## src/rtl/keypad_pkg.sv

```systemverilog
// Shared types, key codes and the row/column to key-code mapping for the
// 4x3 matrix keypad scanner.
package keypad_pkg;

   typedef enum logic [1:0] {
      SCAN,
      DEBOUNCE,
      PRESSED
   } state_t;

   localparam logic [3:0] KEY_STAR = 4'hA;
   localparam logic [3:0] KEY_HASH = 4'hB;
   localparam logic [3:0] KEY_NONE = 4'hF;

   function automatic logic [3:0] key_code(input logic [1:0] row, input logic [1:0] col);
      logic [3:0] code;
      if (row == 2'd3) begin
         case (col)
            2'd0:    code = KEY_STAR;
            2'd1:    code = 4'h0;
            default: code = KEY_HASH;
         endcase
      end else begin
         code = {2'b00, row} * 4'd3 + {2'b00, col} + 4'd1;
      end
      return code;
   endfunction

   // True when exactly one of the three active-low columns is asserted.
   function automatic logic single_low(input logic [2:0] c);
      return (c == 3'b110) || (c == 3'b101) || (c == 3'b011);
   endfunction

   function automatic logic [1:0] low_index(input logic [2:0] c);
      logic [1:0] idx;
      case (c)
         3'b110:  idx = 2'd0;
         3'b101:  idx = 2'd1;
         default: idx = 2'd2;
      endcase
      return idx;
   endfunction

endpackage

```

## src/rtl/col_sync.sv

```systemverilog
// Two-flop synchroniser for asynchronous active-low inputs; resets to the
// idle (all-ones) level so no phantom press is seen after reset.
module col_sync #(
   parameter int WIDTH = 3
) (
   input  logic             clk,
   input  logic             reset,
   input  logic [WIDTH-1:0] d,
   output logic [WIDTH-1:0] q
);

   logic [WIDTH-1:0] meta_reg;
   logic [WIDTH-1:0] sync_reg;

   always_ff @(posedge clk) begin
      if (reset) begin
         meta_reg <= '1;
         sync_reg <= '1;
      end else begin
         meta_reg <= d;
         sync_reg <= meta_reg;
      end
   end

   assign q = sync_reg;

endmodule

```

## src/rtl/keypad_scanner.sv

```systemverilog
// 4x3 keypad scanner: rotates row drive, debounces a single-column press,
// emits one key_valid strobe per press and waits for a debounced release.
module keypad_scanner
   import keypad_pkg::*;
#(
   parameter int SCAN_DIV        = 8,
   parameter int DEBOUNCE_CYCLES = 4
) (
   input  logic       clk,
   input  logic       reset,
   input  logic [2:0] col_n,
   output logic [3:0] row_n,
   output logic [3:0] key,
   output logic       key_valid,
   output logic       key_held
);

   localparam int DW = (SCAN_DIV > 1) ? $clog2(SCAN_DIV) : 1;
   localparam int CW = $clog2(DEBOUNCE_CYCLES + 1);
   localparam logic [DW-1:0] DWELL_LAST = DW'(SCAN_DIV - 1);
   localparam logic [CW-1:0] DEB_LAST   = CW'(DEBOUNCE_CYCLES - 1);

   logic [2:0]    col_s;
   state_t        state_reg, state_next;
   logic [1:0]    row_reg, row_next;
   logic [DW-1:0] dwell_reg, dwell_next;
   logic [CW-1:0] deb_reg, deb_next;
   logic [2:0]    pat_reg, pat_next;
   logic [3:0]    code_reg, code_next;
   logic [3:0]    key_reg, key_next;
   logic          key_valid_reg, key_valid_next;
   logic          key_held_reg, key_held_next;

   col_sync #(.WIDTH(3)) u_col_sync (
      .clk   (clk),
      .reset (reset),
      .d     (col_n),
      .q     (col_s)
   );

   always_ff @(posedge clk) begin
      if (reset) begin
         state_reg     <= SCAN;
         row_reg       <= 2'd0;
         dwell_reg     <= '0;
         deb_reg       <= '0;
         pat_reg       <= 3'b111;
         code_reg      <= KEY_NONE;
         key_reg       <= KEY_NONE;
         key_valid_reg <= 1'b0;
         key_held_reg  <= 1'b0;
      end else begin
         state_reg     <= state_next;
         row_reg       <= row_next;
         dwell_reg     <= dwell_next;
         deb_reg       <= deb_next;
         pat_reg       <= pat_next;
         code_reg      <= code_next;
         key_reg       <= key_next;
         key_valid_reg <= key_valid_next;
         key_held_reg  <= key_held_next;
      end
   end

   always_comb begin
      state_next     = state_reg;
      row_next       = row_reg;
      dwell_next     = dwell_reg;
      deb_next       = deb_reg;
      pat_next       = pat_reg;
      code_next      = code_reg;
      key_next       = key_reg;
      key_valid_next = 1'b0;
      key_held_next  = key_held_reg;

      case (state_reg)
         SCAN: begin
            if (dwell_reg == DWELL_LAST) begin
               dwell_next = '0;
               if (single_low(col_s)) begin
                  pat_next  = col_s;
                  code_next = key_code(row_reg, low_index(col_s));
                  // The sampling cycle itself counts as the first stable cycle.
                  if (DEBOUNCE_CYCLES == 1) begin
                     key_next       = key_code(row_reg, low_index(col_s));
                     key_valid_next = 1'b1;
                     key_held_next  = 1'b1;
                     deb_next       = '0;
                     state_next     = PRESSED;
                  end else begin
                     deb_next   = CW'(1);
                     state_next = DEBOUNCE;
                  end
               end else begin
                  row_next = row_reg + 2'd1;
               end
            end else begin
               dwell_next = dwell_reg + DW'(1);
            end
         end

         DEBOUNCE: begin
            if (col_s == pat_reg) begin
               if (deb_reg == DEB_LAST) begin
                  key_next       = code_reg;
                  key_valid_next = 1'b1;
                  key_held_next  = 1'b1;
                  deb_next       = '0;
                  state_next     = PRESSED;
               end else begin
                  deb_next = deb_reg + CW'(1);
               end
            end else begin
               deb_next   = '0;
               row_next   = row_reg + 2'd1;
               dwell_next = '0;
               state_next = SCAN;
            end
         end

         PRESSED: begin
            if (col_s == 3'b111) begin
               if (deb_reg == DEB_LAST) begin
                  key_held_next = 1'b0;
                  deb_next      = '0;
                  row_next      = 2'd0;
                  dwell_next    = '0;
                  state_next    = SCAN;
               end else begin
                  deb_next = deb_reg + CW'(1);
               end
            end else begin
               deb_next = '0;
            end
         end

         default: begin
            state_next = SCAN;
            row_next   = 2'd0;
            dwell_next = '0;
            deb_next   = '0;
         end
      endcase
   end

   assign row_n     = ~(4'b0001 << row_reg);
   assign key       = key_reg;
   assign key_valid = key_valid_reg;
   assign key_held  = key_held_reg;

endmodule

```

## config.mk

```make
export PLATFORM = sky130hd
export DESIGN_NAME = keypad_scanner
export DESIGN_NICKNAME = d
export VERILOG_FILES = /design/src/rtl/keypad_pkg.sv /design/src/rtl/col_sync.sv /design/src/rtl/keypad_scanner.sv
export SDC_FILE = /design/constraint.sdc
export NUM_CORES = 1
export LEC_CHECK = 0
export BUFFER_PORTS_ARGS = -buffer_cell sky130_fd_sc_hd__buf_2
export CORE_ASPECT_RATIO = 1.2
export CORE_MARGIN = 2
export CORE_UTILIZATION = 55
export CTS_CLUSTER_SIZE = 25
export DETAILED_ROUTE_END_ITERATION = 16
export PLACE_DENSITY = 0.76
export SETUP_SLACK_MARGIN = 0.3
export SLEW_MARGIN = 20
export SYNTH_ARGS = -nofsm -noshare
export SYNTH_HDL_FRONTEND = slang
export SYNTH_SLANG_ARGS = --single-unit
```

## constraint.sdc

```tcl
create_clock -name clk -period 5.2 [get_ports clk]
set_clock_uncertainty 0.2 [all_clocks]
set_input_delay 1.3 -clock clk [delete_from_list [all_inputs] [get_ports clk]]
set_output_delay 1.3 -clock clk [all_outputs]
set_load 0.03 [all_outputs]
```

==> results.py, run 1 <==
metrics = {
    "placed_design": {
        "gp_congestion": 0.814,
        "port-buffer-count": 14,
        "placed_area_mm2": 0.00151,
        "dp_hpwl_mm": 2.08,
    },
    "timing": {
        "rsz0062_at_grt": "false",
        "setup_viol": 0,
        "fin_setup_tns_ns": 0,
        "fin_crit_sh_pct": 55.6,
        "fin_worst_hold_slack_ns": 0.214,
        "worstMarginPinSlew_ns": 0.661,
        "hold_viol_final": 0,
        "fmax_ghz": 0.346,
        "period_minus_slack_ns": 2.89,
        "max_slew_margin_pct": 56.0,
        "drv_slew": 0,
    },
    "clocking": {
        "cts_tree": "built",
        "clk_path_buf_depth": 2,
        "cts.sink_count": 29,
        "h-tree-depth": 2,
        "clkLatencyLatePin_ns": 0.33,
        "post-cts-setup-buffer-count": 0,
        "clkTransAtPathRegs_ns": 0.10,
        "cts-hold-fix-buffers": 0,
        "cts-buffers-inserted": 5,
        "cts_root_buffer": "clkbuf_4",
        "cts.repair.resized": 0,
    },
    "route": {
        "first_iter_violations": 35,
        "drc": 0,
        "via_per_inst": 5.73,
        "antenna_left": 0,
        "wire_per_inst_um": 14.0,
        "vias": 1187,
        "drtPass1Iterations": 4,
        "wl_mm": 2.90,
    },
    "setup_path": {
        "start_kind": "flop",
        "cpPeakStageDelay_ns": 0.48,
        "path_cells": "ha_1, inv_1, buf_2",
        "critical_path_arrival_ns": 1.39,
        "critical_path_class": "flop to output pin",
        "cp.required_ns": 3.70,
        "worst_setup_path_end_kind": "output pin",
        "crit_fanout": 6,
        "slowest_stage": "dfxtp_1",
    },
    "yosys": {
        "ys_ff_latch": 29,
        "seq_area_frac_synth_pct": 40.3,
        "synth_fp_nets": 176,
        "synth.distinct_cells": 41,
        "synthTopCellsByArea": "dfxtp_1 40%, ha_1 8.7%, nand3_1 6.6%",
        "synth_commonest_cells": "29 x dfxtp_1, 19 x nand3_1, 17 x o21ai_0",
        "yosysTopAreaCellShare_pct": 40.3,
        "synthCells": 159,
        "async_flop_share_pct": 0,
        "yosys.cell_count.top_type": "dfxtp_1",
        "synth_edf_count": 0,
        "synth-main-ff-cell": "dfxtp_1",
        "syn_area_mm2": 0.00144,
        "syn_avg_cell_area_um2": 9.06,
        "yosysTopAreaCell": "dfxtp_1",
        "ys.warnings.count": 0,
    },
    "outcome": {
        "status": "complete, no violations",
    },
    "floorplan": {
        "die_area_mm2": 0.00305,
        "core_area_mm2": 0.00250,
        "rows": 20,
        "die_x_um": 50.7,
        "die_y_um": 60.1,
        "ios": 15,
        "start_util_pct": 57.5,
    },
    "layout": {
        "diodes": 0,
        "syn_to_final_growth_pct": 8.77,
        "drive_gt1_share_pct": 18.4,
        "finalInstanceArea_mm2": 0.00157,
        "final_nets": 190,
        "post-route-util_pct": 62.6,
    },
    "global_route": {
        "grt_max_degree": 19,
        "grt_pass1_vias": 1154,
        "grt_antenna_before_repair": 0,
        "grtUsageTotal_pct": 22.4,
        "grt_overflow_total": 0,
        "grt_first_pass_wirelength_mm": 4.95,
    },
    "power": {
        "power.density_mw_per_mm2": 248,
        "p_leak_nw": 0.643,
        "max-vdd-ir-drop_uv": 228,
    },
    "hold_path": {
        "hold_path.class": "flop to flop",
    },
    "job": {
        "timing.max_cap.violations": 0,
    },
}
[cell usage in the layout (no fill, tap or decap), types with 2 or more instances in the layout]
cell type	instances
nor2_1	4
o32ai_1	2
clkinv_2	2
nand3_1	19
a21oi_1	9
a21o_1	2
nand4_1	2
nand2b_1	2
inv_1	9
dfxtp_1	29
fa_1	2
nand3b_1	2
nor2b_1	2
buf_2	14
or2_2	6
o21ai_0	17
xnor2_1	3
clkbuf_4	5
nor3_1	2
a211o_1	2
ha_1	10
nand2_1	10
[where the power goes]
part | switching, mW | total [mW] | leakage, nW | internal (mW)
clock | 0.0803 | 0.131 | 0.0310 | 0.0508
combinational | 0.0161 | 0.0266 | 0.376 | 0.0105
sequential | 0.00426 | 0.231 | 0.236 | 0.226
total | 0.101 | 0.388 | 0.643 | 0.288
[final timing paths]
path / slack, ns / cells past startpoint / from / end
worst min-delay path: 0.21 / 1 / u_col_sync.meta_reg[0] / u_col_sync.q[0]
worst max-delay path: 2.31 / 3 / row_reg[0] / row_n[3]
worst max register to register: 2.42 / 8 / u_col_sync.q[0] / code_reg[3]
worst min register to register: 0.21 / 1 / u_col_sync.meta_reg[0] / u_col_sync.q[0]
[routing by layer]
metal | wire, um | vias up | track usage (%) | share of wire [%]
met5 | 0 | - | 0 | 0
met4 | 43 | 0 | 8.11 | 1.5
met3 | 149 | 5 | 6.75 | 5.1
met2 | 1610 | 35 | 41.7 | 55
met1 | 1100 | 552 | 23.8 | 38
li1 | - | 595 | - | -
[cell families (layout without fill, tap and decap cells)]
| group | count (synthesis) | count (layout) | share of synthesized area, % |
|---|---|---|---|
| AOI/OAI and AO/OA | 41 | 41 | 18.4 |
| xor gates and xnor gates | 5 | 5 | 3.56 |
| adders and majority gates | 12 | 12 | 11.5 |
| buffers and inverters | 17 | 32 | 5.39 |
| DFF | 29 | 29 | 40.3 |
| muxes | 2 | 2 | 1.48 |
| and+or+nand+nor | 53 | 53 | 19.4 |
[area by class of cell]
cell class	count	area, um^2
Tap cell	33	41.3
Clock buffer	5	37.5
Multi-Input combinational cell	113	782
Timing Repair Buffer	14	70.1
Sequential cell	29	581
Inverter	10	37.5
Clock inverter	3	17.5
Fill cell	229	936
[critical path: cells and delay by family, from the launching register on]
kind,cells,cell delay [ns]
flip-flops,1,0.48
adder cells (fa/ha/maj),1,0.31
buffers and inverters,2,0.27
[metrics by stage]
stage | total power [mW] | setup WS [ns] | instances
detailed placement | 0.262 | 2.45 | 199
finish | 0.388 | 2.31 | 207
CTS | 0.390 | 2.30 | 207
global placement | 0.260 | 2.53 | 199
global route | 0.406 | 2.18 | 207
floorplan | 0.256 | 2.66 | 159
(Power assumes the default switching activity.)
==> run 2, diff against run 1 <==
--- a/config.mk
+++ b/config.mk
@@ -5,6 +5,7 @@
 export SDC_FILE = /design/constraint.sdc
 export NUM_CORES = 1
 export LEC_CHECK = 0
+export ABC_AREA = 1
 export BUFFER_PORTS_ARGS = -buffer_cell sky130_fd_sc_hd__buf_2
 export CORE_ASPECT_RATIO = 1.2
 export CORE_MARGIN = 2
==> constraint.sdc (replaced) <==
create_clock -name clk -period 3 [get_ports clk]
set_clock_uncertainty 0.2 [all_clocks]
set_input_delay 0.75 -clock clk [delete_from_list [all_inputs] [get_ports clk]]
set_output_delay 0.75 -clock clk [all_outputs]
set_load 0.03 [all_outputs]
==> results.py, run 2 <==
metrics = {
    "layout": {
        "final_cells": 245,
        "drive_gt1_share_pct": 18.4,
        "post-route-util_pct": 63.6,
        "regArea_um2": 581,
        "finalInstanceArea_mm2": 0.00162,
        "multi_input_area_um2": 776,
        "layout_common_cells": "52 x nand2_1, 29 x dfxtp_1, 24 x inv_1, 16 x nor2_1",
        "final_nets": 229,
        "diodes": 0,
        "filler_cell_count": 246,
        "syn_to_final_growth_pct": 10.0,
        "layout_commonest_cell": "nand2_1",
    },
    "clocking": {
        "cts_root_buffer": "clkbuf_4",
        "clk_path_buf_depth": 2,
        "clkTransAtPathRegs_ns": 0.09,
        "cts-hold-fix-buffers": 0,
        "h-tree-depth": 2,
        "post-cts-setup-buffer-count": 0,
        "cts.repair.resized": 0,
        "cts_tree": "built",
        "clkLatencyLatePin_ns": 0.32,
        "cts.sink_count": 29,
        "cts-buffers-inserted": 5,
    },
    "yosys": {
        "synth_edf_count": 0,
        "ys.warnings.count": 0,
        "synthTopCellsByArea": "dfxtp_1 39%, nand2_1 13%, ha_1 8.5%",
        "synth_top_family_by_area": "simple AND/OR/NAND/NOR gates",
        "synth_commonest_cells": "52 x nand2_1, 29 x dfxtp_1, 24 x inv_1",
        "syn_area_mm2": 0.00148,
        "synthAdderAreaFrac_pct": 11.2,
        "async_flop_share_pct": 0,
        "yosysTopAreaCellShare_pct": 39.4,
        "synth.distinct_cells": 28,
        "synth_mux_area_share_pct": 0,
        "ys_ff_latch": 29,
        "synthSimpleGateAreaFrac_pct": 32.8,
        "yosys.cell_count.top_type": "nand2_1",
        "synthCells": 194,
        "synth_fp_nets": 211,
        "syn_avg_cell_area_um2": 7.60,
        "seq_area_frac_synth_pct": 39.4,
        "yosysTopAreaCell": "dfxtp_1",
        "synth-main-ff-cell": "dfxtp_1",
        "synth_compound_area_share_pct": 8.57,
        "synthXorXnorAreaFrac_pct": 0,
    },
    "route": {
        "drtPass1Iterations": 4,
        "vias": 1210,
        "wire_per_inst_um": 11.1,
        "via_per_inst": 4.94,
        "drc": 0,
        "antenna_left": 0,
        "wl_mm": 2.72,
        "first_iter_violations": 11,
    },
    "outcome": {
        "status": "complete, no violations",
    },
    "timing": {
        "hold_viol_final": 0,
        "fmax_ghz": 0.433,
        "rsz0062_at_grt": "false",
        "period_minus_slack_ns": 2.31,
        "drv_slew": 0,
        "max_slew_margin_pct": 69.7,
        "fin_ws_ns": 0.693,
        "worstMarginPinSlew_ns": 0.455,
        "fin_setup_tns_ns": 0,
        "fin_crit_sh_pct": 76.9,
        "setup_viol": 0,
    },
    "setup_path": {
        "slowest_stage": "fa_1",
        "cp.required_ns": 3.01,
        "cpMostUsedCell": "nand2_1",
        "start_kind": "flop",
        "critical_path_class": "flop to flop",
        "cpPeakStageDelay_ns": 0.50,
        "crit_family": "adder cells",
        "crit_cells": 9,
        "critical_path_arrival_ns": 2.32,
        "path_cells": "nand2_1, nand2_1, nand2_1, fa_1, ha_1, nand3_1, nand2_1, a21boi_0, o21ai_1",
        "critPathBufInv": 0,
        "rr_worst_depth": 9,
        "crit_fanout": 7,
        "worst_setup_path_end_kind": "flop",
    },
    "floorplan": {
        "start_util_pct": 57.8,
        "core_area_mm2": 0.00255,
        "die_y_um": 60.7,
        "die_area_mm2": 0.00311,
        "rows": 20,
        "ios": 15,
        "die_x_um": 51.3,
    },
    "hold_path": {
        "hold_path.class": "flop to flop",
        "whs_path_depth": 1,
    },
    "job": {
        "timing.max_cap.violations": 0,
    },
    "placed_design": {
        "dp_hpwl_mm": 2.13,
        "pre_cts_ws_ns": 0.718,
        "dp.cells": 238,
        "port-buffer-count": 14,
        "placed_area_mm2": 0.00157,
        "gp_congestion": 0.828,
    },
    "power": {
        "p_leak_nw": 0.870,
        "max-vdd-ir-drop_uv": 398,
        "power.density_mw_per_mm2": 419,
    },
    "global_route": {
        "grt_pass1_vias": 1125,
        "grt_max_degree": 17,
        "grt_antenna_before_repair": 0,
        "grt_overflow_total": 0,
        "grtUsageTotal_pct": 21.6,
        "grt_first_pass_wirelength_mm": 4.77,
    },
}
run 2: worst paths after layout:
check,start,endpoint,slack (ns)
worst min register to register,u_col_sync.meta_reg[1],u_col_sync.q[1],0.21
worst max-delay path,u_col_sync.q[2],code_reg[3],0.69
worst min-delay path,u_col_sync.meta_reg[1],u_col_sync.q[1],0.21
worst max register to register,u_col_sync.q[2],code_reg[3],0.69
run 2: cells by family (layout without fill, tap and decap cells):
family          Yosys count  count (layout)
simple gates            102             102
flops                    29              29
buf+inv                  29              47
compound gates           22              22
fa+ha+maj                12              12
run 2: metal layers:
layer,GRT usage (%),vias up,part of all wire (%)
met4,10.9,0,2.2
li1,-,645,-
met1,22.0,542,42
met2,38.6,15,52
met3,8.62,8,3.9
met5,0,-,0
run 2: cell type report:
type / instances / area share [%]
multi-input cells: 136 / 47.8
flip-flops and latches: 29 / 35.8
inverters: 26 / 6.17
repair buffers: 14 / 4.32
clock buffers: 7 / 3.39
well taps: 33 / 2.54
run 2: stage by stage:
stage	hold slack [ns]	total power, mW
2_1_floorplan	0.189	0.442
3_3_place_gp	0.191	0.451
3_5_place_dp	0.197	0.455
4_1_cts	0.212	0.690
5_1_grt	0.240	0.722
6_report	0.209	0.680
run 2: power by group:
part / switching (mW) / internal, mW / total (mW)
clock network: 0.125 / 0.110 / 0.235
registers: 0.00575 / 0.393 / 0.399
logic: 0.0281 / 0.0184 / 0.0465
==> run 3, diff against run 2 <==
==> constraint.sdc (replaced) <==
create_clock -name clk -period 2.2 [get_ports clk]
set_clock_uncertainty 0.2 [all_clocks]
set_input_delay 0.55 -clock clk [delete_from_list [all_inputs] [get_ports clk]]
set_output_delay 0.55 -clock clk [all_outputs]
set_load 0.03 [all_outputs]
==> results.py, run 3 (same netlist as run 2, synthesis figures left out) <==
metrics = {
    "route": {
        "drc": 0,
        "wl_mm": 3.62,
        "drtPass1Iterations": 5,
        "wire_per_inst_um": 13.8,
        "vias": 1397,
        "via_per_inst": 5.33,
        "antenna_left": 0,
        "first_iter_violations": 29,
    },
    "timing": {
        "fin_worst_hold_slack_ns": 0.186,
        "hold_viol_final": 0,
        "fin_setup_tns_ns": 0,
        "fmax_ghz": 0.462,
        "worstMarginPinSlew_ns": 0.267,
        "rsz0062_at_grt": "true",
        "drv_slew": 0,
        "max_slew_margin_pct": 82.2,
        "period_minus_slack_ns": 2.16,
        "setup_viol": 0,
        "fin_crit_sh_pct": 98.3,
    },
    "floorplan": {
        "start_util_pct": 57.8,
        "die_x_um": 51.3,
        "core_area_mm2": 0.00255,
        "rows": 20,
        "die_y_um": 60.7,
        "die_area_mm2": 0.00311,
        "ios": 15,
    },
    "setup_path": {
        "crit_family": "adder cells",
        "cpPeakStageDelay_ns": 0.57,
        "cpMostUsedCell": "nand2_2",
        "critPathBufInv": 1,
        "start_kind": "flop",
        "cp.required_ns": 2.23,
        "worst_setup_path_end_kind": "flop",
        "crit_fanout": 4,
        "path_cells": "nand2_2, nand2_2, nand2_2, fa_2, buf_4, ha_4, nand3_1, nand2_1, a21boi_1, o21ai_1",
        "slowest_stage": "fa_2",
        "critical_path_arrival_ns": 2.20,
        "critical_path_class": "flop to flop",
    },
    "layout": {
        "layout_common_cells": "47 x nand2_1, 24 x dfxtp_1, 18 x inv_1, 15 x nor2_1, 15 x buf_4",
        "final_nets": 245,
        "finalInstanceArea_mm2": 0.00189,
        "syn_to_final_growth_pct": 28.2,
        "diodes": 0,
        "post-route-util_pct": 74.1,
        "layout_commonest_cell": "nand2_1",
        "drive_gt1_share_pct": 35.8,
    },
    "clocking": {
        "clk_path_buf_depth": 2,
        "cts_tree": "built",
        "cts.sink_count": 29,
        "h-tree-depth": 2,
        "clkTransAtPathRegs_ns": 0.09,
        "clkLatencyLatePin_ns": 0.34,
        "cts-buffers-inserted": 5,
        "cts_root_buffer": "clkbuf_4",
        "cts-hold-fix-buffers": 0,
    },
    "placed_design": {
        "placed_area_mm2": 0.00160,
        "dp_hpwl_mm": 2.20,
        "port-buffer-count": 14,
        "gp_congestion": 0.889,
    },
    "hold_path": {
        "hold_path.class": "input pin to flop",
    },
    "power": {
        "power_frac_seq_pct": 57.3,
        "swShare_pct": 26.2,
        "combPwrFrac_pct": 9.9,
        "total_power_mw": 0.943,
        "power.density_mw_per_mm2": 499,
        "clockPowerShare_pct": 32.8,
        "p_leak_nw": 0.961,
        "switchingPower_mw": 0.247,
        "max-vdd-ir-drop_uv": 422,
        "power.internal_mw": 0.696,
    },
    "global_route": {
        "grt_pass1_vias": 1377,
        "grt_overflow_total": 0,
        "grt_first_pass_wirelength_mm": 5.78,
        "grt_max_degree": 14,
        "grt_antenna_before_repair": 0,
        "grtUsageTotal_pct": 25.8,
    },
    "outcome": {
        "status": "complete, no violations",
    },
    "job": {
        "timing.max_cap.violations": 0,
    },
}
-- run 3: cell type report --
cell class                 count  area, um^2
clock buffer                   6        41.3
clock inverter                 2        10.0
fill                         194         662
inverter                      26         110
multi-input combinational    136         875
sequential                    29         594
tap                           33        41.3
timing repair buffer          30         219
-- run 3: worst paths after layout --
kind,startpoint,end,slack [ns],depth (start not counted)
worst min-delay path,col_n[0],u_col_sync.meta_reg[0],0.19,2
worst max register to register,u_col_sync.q[2],code_reg[3],0.04,10
worst min register to register,u_col_sync.meta_reg[1],u_col_sync.q[1],0.21,1
worst max-delay path,u_col_sync.q[2],code_reg[3],0.04,10
-- run 3: layer usage --
| metal | share of wire (%) | routed length (um) | GRT usage, % | vias to the layer above |
|---|---|---|---|---|
| li1 | - | - | - | 682 |
| met1 | 40 | 1440 | 26.0 | 665 |
| met2 | 53 | 1930 | 47.9 | 41 |
| met3 | 4.5 | 162 | 7.88 | 9 |
| met4 | 2.2 | 80 | 13.5 | 0 |
| met5 | 0 | 0 | 0 | - |
-- run 3: power groups by stage --
stage | clock (mW) | sequential, mW | combinational, mW
2_1_floorplan | 0 | 0.554 | 0.0495
3_3_place_gp | 0 | 0.555 | 0.0653
3_5_place_dp | 0 | 0.556 | 0.0697
4_1_cts | 0.320 | 0.540 | 0.0889
5_1_grt | 0.341 | 0.542 | 0.102
6_report | 0.309 | 0.541 | 0.0935
-- run 3: what timing repair did --
action	in CTS	in global routing
buffers inserted	10	3
cloned	0	0
pin swaps	4	13
gates resized for setup	29	12
endpoints found under the setup margin	7	7
-- run 3: worst register-to-register path, delay by kind of cell (launching register included) --
| family | cells | cell delay (ns) |
|---|---|---|
| simple gates | 5 | 0.36 |
| buf+inv | 1 | 0.12 |
| fa+ha+maj | 2 | 0.76 |
| compound gates | 2 | 0.24 |
| flops | 1 | 0.38 |
-- run 3: per-stage QoR --
| step | std cells | worst slack (ns) |
|---|---|---|
| finish | 262 | 0.0364 |
| global route | 262 | 0.00296 |
| detailed placement | 241 | 0.0676 |
| global placement | 241 | 0.132 |
| CTS | 259 | 0.0625 |
| floorplan | 194 | 0.160 |
